--- src/rtl/extog_pkg.sv ---
// Shared constants, entry layout and the excess-3 to Gray conversion for the extog stream.
package extog_pkg;

   localparam logic [3:0] EX3_MIN  = 4'd3;
   localparam logic [3:0] EX3_MAX  = 4'd12;
   localparam logic [3:0] ERR_GRAY = 4'b0000;

   localparam int unsigned ENTRY_W = 5;

   typedef struct packed {
      logic       err;
      logic [3:0] g;
   } entry_t;

   // Out-of-range codes map to a fixed Gray value with the error flag set.
   function automatic entry_t ex3_to_gray(input logic [3:0] ex);
      entry_t     e;
      logic [3:0] b;
      if (ex >= EX3_MIN && ex <= EX3_MAX) begin
         b     = ex - EX3_MIN;
         e.err = 1'b0;
         e.g   = b ^ (b >> 1);
      end else begin
         e.err = 1'b1;
         e.g   = ERR_GRAY;
      end
      return e;
   endfunction

endpackage

--- src/rtl/extog_stream_if.sv ---
// Handshake and status bundle between a code source, the converter and a Gray consumer.
interface extog_stream_if #(
   parameter int unsigned DEPTH = 4,
   parameter int unsigned CNT_W = 8
);
   localparam int unsigned LVL_W = $clog2(DEPTH) + 1;

   logic             in_valid;
   logic             in_ready;
   logic [3:0]       in_ex;
   logic             out_valid;
   logic             out_ready;
   logic [3:0]       out_g;
   logic             out_err;
   logic [CNT_W-1:0] err_count;
   logic [LVL_W-1:0] level;

   modport master (
      output in_valid, in_ex, out_ready,
      input  in_ready, out_valid, out_g, out_err, err_count, level
   );

   modport slave (
      input  in_valid, in_ex, out_ready,
      output in_ready, out_valid, out_g, out_err, err_count, level
   );

endinterface

--- src/rtl/extog_fifo.sv ---
// Synchronous FIFO with occupancy output; storage is cleared on reset so the head reads zero.
module extog_fifo #(
   parameter int unsigned DEPTH = 4,
   parameter int unsigned WIDTH = 5
) (
   input  logic                       clk_i,
   input  logic                       rst_i,
   input  logic                       push_i,
   input  logic                       pop_i,
   input  logic [WIDTH-1:0]           wdata_i,
   output logic [WIDTH-1:0]           rdata_o,
   output logic [$clog2(DEPTH):0]     level_o,
   output logic                       full_o,
   output logic                       empty_o
);
   localparam int unsigned PTR_W = $clog2(DEPTH);
   localparam int unsigned LVL_W = PTR_W + 1;

   logic [WIDTH-1:0] mem_q [DEPTH];
   logic [PTR_W-1:0] wr_ptr_q, rd_ptr_q;
   logic [LVL_W-1:0] level_q, level_d;
   logic             do_push, do_pop;

   assign full_o  = (level_q == LVL_W'(DEPTH));
   assign empty_o = (level_q == '0);
   assign do_push = push_i & ~full_o;
   assign do_pop  = pop_i & ~empty_o;
   assign rdata_o = mem_q[rd_ptr_q];
   assign level_o = level_q;

   always_comb begin
      level_d = level_q;
      unique case ({do_push, do_pop})
         2'b10:   level_d = level_q + LVL_W'(1);
         2'b01:   level_d = level_q - LVL_W'(1);
         default: level_d = level_q;
      endcase
   end

   always_ff @(posedge clk_i) begin
      if (rst_i) begin
         wr_ptr_q <= '0;
         rd_ptr_q <= '0;
         level_q  <= '0;
         for (int i = 0; i < int'(DEPTH); i++) begin
            mem_q[i] <= '0;
         end
      end else begin
         if (do_push) begin
            mem_q[wr_ptr_q] <= wdata_i;
            wr_ptr_q        <= wr_ptr_q + PTR_W'(1);
         end
         if (do_pop) begin
            rd_ptr_q <= rd_ptr_q + PTR_W'(1);
         end
         level_q <= level_d;
      end
   end

endmodule

--- src/rtl/extog_stream.sv ---
// Streaming excess-3 to Gray converter: converts on accept, buffers in a FIFO, counts bad codes.
module extog_stream
   import extog_pkg::*;
#(
   parameter int unsigned DEPTH = 4,
   parameter int unsigned CNT_W = 8
) (
   input logic           clk,
   input logic           rst,
   extog_stream_if.slave bus
);
   localparam int unsigned LVL_W = $clog2(DEPTH) + 1;

   entry_t             conv;
   entry_t             head;
   logic [ENTRY_W-1:0] rdata;
   logic [LVL_W-1:0]   level;
   logic               push, pop, full, empty;
   logic [CNT_W-1:0]   err_cnt_q, err_cnt_d;

   always_comb conv = ex3_to_gray(bus.in_ex);

   // No pass-through when full: in_ready depends only on stored occupancy.
   assign push = bus.in_valid & ~full;
   assign pop  = ~empty & bus.out_ready;
   assign head = entry_t'(rdata);

   extog_fifo #(
      .DEPTH (DEPTH),
      .WIDTH (ENTRY_W)
   ) u_fifo (
      .clk_i   (clk),
      .rst_i   (rst),
      .push_i  (push),
      .pop_i   (pop),
      .wdata_i (conv),
      .rdata_o (rdata),
      .level_o (level),
      .full_o  (full),
      .empty_o (empty)
   );

   always_comb begin
      err_cnt_d = err_cnt_q;
      if (push && conv.err && (err_cnt_q != '1)) begin
         err_cnt_d = err_cnt_q + CNT_W'(1);
      end
   end

   always_ff @(posedge clk) begin
      if (rst) begin
         err_cnt_q <= '0;
      end else begin
         err_cnt_q <= err_cnt_d;
      end
   end

   assign bus.in_ready  = ~full;
   assign bus.out_valid = ~empty;
   assign bus.out_g     = head.g;
   assign bus.out_err   = head.err;
   assign bus.err_count = err_cnt_q;
   assign bus.level     = level;

endmodule
--- src/flat_wrapper.sv ---
// flat-port wrapper written by rule: the top's interface ports become plain ports
module extog_stream_flat import extog_pkg::*;
#(
   parameter int unsigned DEPTH = 4,
   parameter int unsigned CNT_W = 8
)
  (clk, rst, bus_in_valid, bus_in_ex, bus_out_ready, bus_in_ready, bus_out_valid, bus_out_g, bus_out_err, bus_err_count, bus_level);
  extog_stream_if #(.DEPTH(DEPTH), .CNT_W(CNT_W)) bus_i ();
  input logic clk;
  input logic rst;
  input wire logic [$bits(bus_i.in_valid)-1:0] bus_in_valid;
  input wire logic [$bits(bus_i.in_ex)-1:0] bus_in_ex;
  input wire logic [$bits(bus_i.out_ready)-1:0] bus_out_ready;
  output wire logic [$bits(bus_i.in_ready)-1:0] bus_in_ready;
  output wire logic [$bits(bus_i.out_valid)-1:0] bus_out_valid;
  output wire logic [$bits(bus_i.out_g)-1:0] bus_out_g;
  output wire logic [$bits(bus_i.out_err)-1:0] bus_out_err;
  output wire logic [$bits(bus_i.err_count)-1:0] bus_err_count;
  output wire logic [$bits(bus_i.level)-1:0] bus_level;
  assign bus_i.in_valid = bus_in_valid;
  assign bus_i.in_ex = bus_in_ex;
  assign bus_i.out_ready = bus_out_ready;
  assign bus_in_ready = bus_i.in_ready;
  assign bus_out_valid = bus_i.out_valid;
  assign bus_out_g = bus_i.out_g;
  assign bus_out_err = bus_i.out_err;
  assign bus_err_count = bus_i.err_count;
  assign bus_level = bus_i.level;
  extog_stream #(.DEPTH(DEPTH), .CNT_W(CNT_W)) u_core (.clk(clk), .rst(rst), .bus(bus_i));
endmodule
--- config.mk ---
export PLATFORM = sky130hd
export DESIGN_NAME = extog_stream_flat
export DESIGN_NICKNAME = d
export VERILOG_FILES = /design/src/rtl/extog_pkg.sv /design/src/rtl/extog_stream_if.sv /design/src/rtl/extog_fifo.sv /design/src/rtl/extog_stream.sv /design/src/flat_wrapper.sv
export SDC_FILE = /design/constraint.sdc
export NUM_CORES = 1
export LEC_CHECK = 0
export BUFFER_PORTS_ARGS = -buffer_cell sky130_fd_sc_hd__clkbuf_2
export CORE_ASPECT_RATIO = 1.25
export CORE_MARGIN = 2
export CORE_UTILIZATION = 60
export CTS_CLUSTER_SIZE = 16
export DETAILED_ROUTE_END_ITERATION = 10
export PLACE_DENSITY = 0.83
export SYNTH_ARGS = -nofsm -noshare
export SYNTH_HDL_FRONTEND = slang
export SYNTH_SLANG_ARGS = --single-unit
--- constraint.sdc ---
create_clock -name clk -period 5.4 [get_ports clk]
set_input_delay 1.08 -clock clk [delete_from_list [all_inputs] [get_ports clk]]
set_output_delay 1.08 -clock clk [all_outputs]
set_load 0.03 [all_outputs]
==> results of run 1 <==
## layer usage
| layer | GRT usage (%) | wire length, um | up-vias |
|---|---|---|---|
| met5 | 0 | 0 | - |
| met4 | 7.692 | 53 | 0 |
| met3 | 7.045 | 184 | 5 |
| met2 | 45.78 | 2030 | 38 |
| met1 | 24.77 | 1257 | 622 |
| li1 | - | - | 652 |
## flip-flops by register name, summed over array words and instances (netlist names), named ones only
signal / count
u_core.u_fifo.wr_ptr_q: 2
u_core.bus.err_count: 8
u_core.u_fifo.mem_q: 20
u_core.u_fifo.rd_ptr_q: 2
u_core.u_fifo.level_o: 3
## cell families after synthesis
| family | after synthesis |
|---|---|
| and+or+nand+nor | 66 |
| muxes | 6 |
| DFF | 37 |
| AOI/OAI and AO/OA | 24 |
| xor gates and xnor gates | 11 |
| adders and majority gates | 5 |
| buffers and inverters | 18 |
## power by group through the flow
stage	Clock (uW)	Sequential [uW]	Combinational, uW
floorplan	0	380	189
global placement	0	372	243
detailed placement	0	378	252
CTS	208	372	255
global route	218	376	276
finish	204	371	252
## layout by cell type (no fill, tap or decap), types with 2 or more instances in the layout
master    count
or3_1         5
xnor2_1       4
inv_1        11
edfxtp_1     20
xor2_1        7
clkbuf_4      5
nand3_1       8
nor2_1       28
nand2_1       5
o31ai_1       3
mux4_2        5
clkbuf_2     25
o21ai_0       3
nand2b_1      4
nor2b_1       2
a21oi_1      11
and3b_1       2
or4_1         4
o41ai_1       3
ha_1          4
dfxtp_1      17
nand3b_1      4
## area by class of cell
type	count	area [um2]	share of cell area, %
multi-input cells	112	785.8	38.77
clock buffers	6	51.30	2.531
well taps	36	45.04	2.222
clock inverters	2	37.54	1.852
flip-flops and latches	37	940.9	46.42
inverters	11	41.29	2.037
repair buffers	25	125.1	6.173
## worst min path at each step
stage	startpoint	end	slack [ns]	depth (start not counted)
floorplan	u_core.u_fifo.rd_ptr_q[1]	flip-flop	0.48	2
global placement	u_core.bus.err_count[6]	u_core.bus.err_count[6]	0.48	2
detailed placement	u_core.bus.err_count[6]	u_core.bus.err_count[6]	0.49	2
CTS	u_core.bus.err_count[6]	u_core.bus.err_count[6]	0.51	2
global route	u_core.u_fifo.level_o[2]	u_core.u_fifo.level_o[2]	0.55	2
finish	u_core.bus.err_count[6]	u_core.bus.err_count[6]	0.52	2
## Yosys cell counts
library cell	count
nor2_1	28
edfxtp_1	20
dfxtp_1	17
a21oi_1	11
inv_1	11
nand3_1	8
xor2_1	7
clkbuf_1	5
mux4_2	5
nand2_1	5
or3_1	5
ha_1	4
nand2b_1	4
nand3b_1	4
or4_1	4
xnor2_1	4
o21ai_0	3
o31ai_1	3
o41ai_1	3
and3b_1	2
nor2b_1	2
a311oi_1	1
a41o_1	1
buf_2	1
buf_4	1
fa_1	1
mux2_2	1
nand4_1	1
nor3_1	1
nor4_1	1
o211ai_2	1
o31a_1	1
or3b_1	1
## per-stage QoR
stage                     total power [uW]  util [%]  cells  hold slack (ns)  area, um2
final                                826.7     70.13    229           0.5172       2027
after global routing                 870.2     70.13    229           0.5477       2027
after CTS                            835.4     70.13    229           0.5120       2027
after detailed placement             630.7     67.06    221           0.4904       1938
after global placement               615.2     67.06    221           0.4846       1938
after floorplan                      569.0         -    167           0.4847       1799
## worst register-to-register path, cell delays in order, from the launching register on
cell     delay, ns
dfxtp_1       0.38
or3b_1        0.52
nand2_1       0.16
ha_1          0.21
inv_1         0.07
fa_1          0.38
xor2_1        0.17
or3_1         0.31
a21oi_1       0.14
==> impl_metrics.env, run 1 <==
export IMPL_reg2reg_to="u_core.u_fifo.level_o[2]"
export IMPL_worst_slew_pin_slew_ns=0.6164
export IMPL_regToRegSetupSlack_ns=3.00
export IMPL_synth_area_top_cells="edfxtp_1 (33%), dfxtp_1 (19%), mux4_2 (6.3%), nor2_1 (5.8%), xor2_1 (3.4%)"
export IMPL_die_area_mm2=0.003456
export IMPL_die_h_um=65.23
export IMPL_synth_seq_area_share_pct=52.29
export IMPL_syn2layout_area_growth_pct=12.66
export IMPL_setup_worst_path_start_class="flip-flop"
export IMPL_drt_total_wl_mm=3.525
export IMPL_drt_iter0_drc=30
export IMPL_syn_nets=180
export IMPL_antenna_found_initial=0
export IMPL_p_per_area_mw_per_mm2=407.8
export IMPL_synth_compound_area_share_pct=8.832
export IMPL_netSwitchingFraction_pct=34.72
export IMPL_critical_path_class="reg -> out"
export IMPL_grt_overflow_total=0
export IMPL_worstSetupPathDepth=2
export IMPL_synth_warnings=0
export IMPL_critical_path_max_fanout=5
export IMPL_power_internal_uw=539.6
export IMPL_clockBufferDepth=2
export IMPL_first_global_vias=1327
export IMPL_pwr_share_seq_pct=44.8
export IMPL_ys_seq_elements=37
export IMPL_dp_final_hpwl_mm=2.707
export IMPL_fillers=233
export IMPL_cp_required_ns=4.32
export IMPL_min_period_ns=2.714
export IMPL_syn_avg_cell_area_um2=10.77
export IMPL_muxShareOfSynthArea_pct=6.885
export IMPL_synth_fa_ha_area_share_pct=3.894
export IMPL_slew_violations=0
export IMPL_ant_nets=0
export IMPL_fin_crit_sh_pct=50.27
export IMPL_cts_buffers=5
export IMPL_synth_top_family_by_area="simple AND/OR/NAND/NOR gates"
export IMPL_cp_end_kind="output pin"
export IMPL_drive_gt1_share_pct=20.73
export IMPL_path_buf_inv=1
export IMPL_cp_top_family="multiplexers"
export IMPL_diodes=0
export IMPL_r2r_start="u_core.u_fifo.level_o[0]"
export IMPL_p_switching_uw=287.1
export IMPL_synthCells=167
export IMPL_min_path_type="reg -> reg"
export IMPL_grt_pass1_wl_mm=5.954
export IMPL_timing_fmax_ghz=0.3684
export IMPL_clk_pin_slew_worst_paths_ns=0.11
export IMPL_worstSkewPairLatency_ns=0.35
export IMPL_dr_total_vias=1317
export IMPL_max_stage_delay_ns=0.56
export IMPL_outcome="completed"
export IMPL_cts_sinks=37
export IMPL_wl_per_cell_um=15.39
export IMPL_drc=0
export IMPL_peakVddDrop_v=0.0003133
export IMPL_power_leakage_uw=0.0007942
export IMPL_critical_path_arrival_ns=1.63
export IMPL_gp_congestion=0.7926
export IMPL_layout_setup_ws_ns=2.686
export IMPL_num_rows=22
export IMPL_cp_endpoint="bus_out_g[3]"
export IMPL_io_pins=26
export IMPL_max_slew_margin_pct=58.75
export IMPL_crit_chain="mux4_2 -> clkbuf_2"
export IMPL_cap_viol_max_count=0
export IMPL_clockPowerShare_pct=24.6
export IMPL_post_cts_setup_buffers=0
export IMPL_syn_area_mm2=0.001799
export IMPL_grt_max_degree=25
export IMPL_finClkSkew_ns=0.01063
export IMPL_num_nets_final=205
export IMPL_track_usage_pct=24.29
export IMPL_io_buffers=25
export IMPL_hold_viol=0
export IMPL_synth_top_area_share_pct=33.38
export IMPL_cts_hold_buf=0
export IMPL_clock_root_buffer="clkbuf_4"
export IMPL_ctsResizeCount=0
export IMPL_yosys_area_share_simple_pct=18.71
export IMPL_synthDistinctLibCells=33
export IMPL_cpMaxStageDelayCell="mux4_2"
export IMPL_synth_xor_area_share_pct=5.355
export IMPL_fin_tns_setup_ns=0
export IMPL_avgViaCountPerCell=5.751
export IMPL_p_comb_share_pct=30.5
export IMPL_rr_worst_depth=8
export IMPL_rsz0062_at_grt="no"
export IMPL_core_mm2=0.002890
export IMPL_cts_tree="yes"
export IMPL_htree_levels=2
export IMPL_final_setup_viol_count=0
export IMPL_chipWidth_um=52.98
export IMPL_dr_pass1_iters=4
export IMPL_place_ws_ns=2.493
export IMPL_initial_core_util_pct=62.25
export IMPL_synth_top_area_cell="edfxtp_1"
Note: power is estimated with default switching activity, not from simulation.
==> inputs of run 2 (changes only) <==
CORE_UTILIZATION = 56   (was 60)
PLACE_DENSITY = 0.78   (was 0.83)
clock period = 2.7 ns   (was 5.4 ns; I/O delays follow)
==> impl_metrics.env, run 2 (synthesis results as in run 1) <==
export IMPL_die_area_mm2=0.003685
export IMPL_dr_total_vias=1317
export IMPL_clk_pin_slew_worst_paths_ns=0.07
export IMPL_worstSkewPairLatency_ns=0.28
export IMPL_drt_iter0_drc=26
export IMPL_num_nets_final=205
export IMPL_clockBufferDepth=2
export IMPL_cts_tree="yes"
export IMPL_max_flop_register="u_core.u_fifo.mem_q"
export IMPL_setup_worst_path_start_class="flip-flop"
export IMPL_diodes=0
export IMPL_antenna_found_initial=0
export IMPL_worst_slew_pin_slew_ns=0.5961
export IMPL_wl_per_cell_um=14.55
export IMPL_outcome="completed"
export IMPL_dp_final_hpwl_mm=2.558
export IMPL_hold_viol=0
export IMPL_post_cts_setup_buffers=0
export IMPL_critical_path_arrival_ns=2.60
export IMPL_dr_pass1_iters=4
export IMPL_htree_levels=2
export IMPL_rsz0062_at_grt="no"
export IMPL_io_buffers=25
export IMPL_power_leakage_uw=0.0007947
export IMPL_critical_path_max_fanout=7
export IMPL_fin_crit_sh_pct=88.69
export IMPL_drc=0
export IMPL_avgViaCountPerCell=5.726
export IMPL_cts_sinks=37
export IMPL_drt_total_wl_mm=3.347
export IMPL_first_global_vias=1271
export IMPL_gp_congestion=0.7491
export IMPL_ant_nets=0
export IMPL_fin_tns_setup_ns=0
export IMPL_critical_path_class="reg -> reg"
export IMPL_p_per_area_mw_per_mm2=792.6
export IMPL_utilization_pct=64.46
export IMPL_layout_common_cells="nor2_1 (28), clkbuf_2 (25), edfxtp_1 (20)"
export IMPL_syn2layout_area_growth_pct=12.38
export IMPL_cts_hold_buf=0
export IMPL_finClkSkew_ns=0.003487
export IMPL_final_setup_viol_count=0
export IMPL_die_h_um=67.38
export IMPL_chipWidth_um=54.70
export IMPL_final_common_cell="nor2_1"
export IMPL_max_slew_margin_pct=60.11
export IMPL_min_path_type="reg -> reg"
export IMPL_num_rows=23
export IMPL_core_mm2=0.003137
export IMPL_place_ws_ns=0.3345
export IMPL_peakVddDrop_v=0.0005665
export IMPL_track_usage_pct=21.34
export IMPL_cp_end_kind="flip-flop"
export IMPL_clock_root_buffer="clkbuf_8"
export IMPL_largest_reg_flops=20
export IMPL_io_pins=26
export IMPL_cap_viol_max_count=0
export IMPL_regToRegSetupSlack_ns=0.31
export IMPL_initial_core_util_pct=57.36
export IMPL_grt_max_degree=25
export IMPL_min_period_ns=2.395
export IMPL_ctsResizeCount=0
export IMPL_timing_fmax_ghz=0.4176
export IMPL_slew_violations=0
export IMPL_fillers=245
export IMPL_layout_setup_ws_ns=0.3053
export IMPL_drive_gt1_share_pct=20.21
export IMPL_cp_required_ns=2.91
export IMPL_cts_buffers=5
export IMPL_grt_overflow_total=0
export IMPL_grt_pass1_wl_mm=5.561
-- run 2: cell types whose count changed in the layout (fill, tap and decap cells not counted), sizes merged --
cell,delta
clkinvlp,-1
bufinv,-1
clkinv,+2
-- run 2: cell type report --
cell class	instances	area [um2]	share of cell area, %
Sequential cell	37	940.9	46.53
Multi-Input combinational cell	112	785.8	38.86
Timing Repair Buffer	25	125.1	6.188
Clock buffer	6	72.57	3.589
Tap cell	37	46.29	2.290
Inverter	11	41.29	2.042
Clock inverter	2	10.01	0.4950
-- run 2: worst max-delay path: stages (launching register included) --
cell	delay [ns]
dfxtp_1	0.39
or3b_1	0.51
nand2_1	0.16
ha_1	0.19
inv_1	0.06
fa_1	0.38
xor2_1	0.16
or3_1	0.31
a21oi_1	0.16
-- run 2: power by group --
| part | internal [uW] | total (uW) | switching [uW] |
|---|---|---|---|
| Sequential | 667 | 736 | 68.8 |
| Clock | 179 | 363 | 184 |
| Combinational | 192 | 504 | 312 |
| Total | 1040 | 1600 | 565 |
-- run 2: per-layer routing --
| metal | GRT usage, % | routed length [um] | vias to the layer above |
|---|---|---|---|
| li1 | - | - | 653 |
| met4 | 9.375 | 82 | 0 |
| met5 | 0 | 0 | - |
| met1 | 21.61 | 1263 | 622 |
| met2 | 38.69 | 1867 | 32 |
| met3 | 6.416 | 132 | 10 |
-- run 2: path summary, 6_finish.rpt --
kind	startpoint	endpoint	cells after the start
setup / recovery	u_core.u_fifo.level_o[2]	u_core.u_fifo.level_o[2]	8
hold / removal	u_core.bus.err_count[7]	u_core.bus.err_count[7]	2
setup reg to reg	u_core.u_fifo.level_o[2]	u_core.u_fifo.level_o[2]	8
hold reg to reg	u_core.bus.err_count[7]	u_core.bus.err_count[7]	2
-- run 2: per-stage QoR --
| stage | cells | area, um2 | power, uW | hold slack, ns |
|---|---|---|---|---|
| 6_report | 230 | 2022 | 1603 | 0.5214 |
| 5_1_grt | 230 | 2022 | 1702 | 0.5373 |
| 3_5_place_dp | 222 | 1939 | 1258 | 0.5030 |
| 4_1_cts | 230 | 2022 | 1623 | 0.5238 |
| 3_3_place_gp | 222 | 1939 | 1235 | 0.4898 |
| 2_1_floorplan | 167 | 1799 | 1138 | 0.4847 |
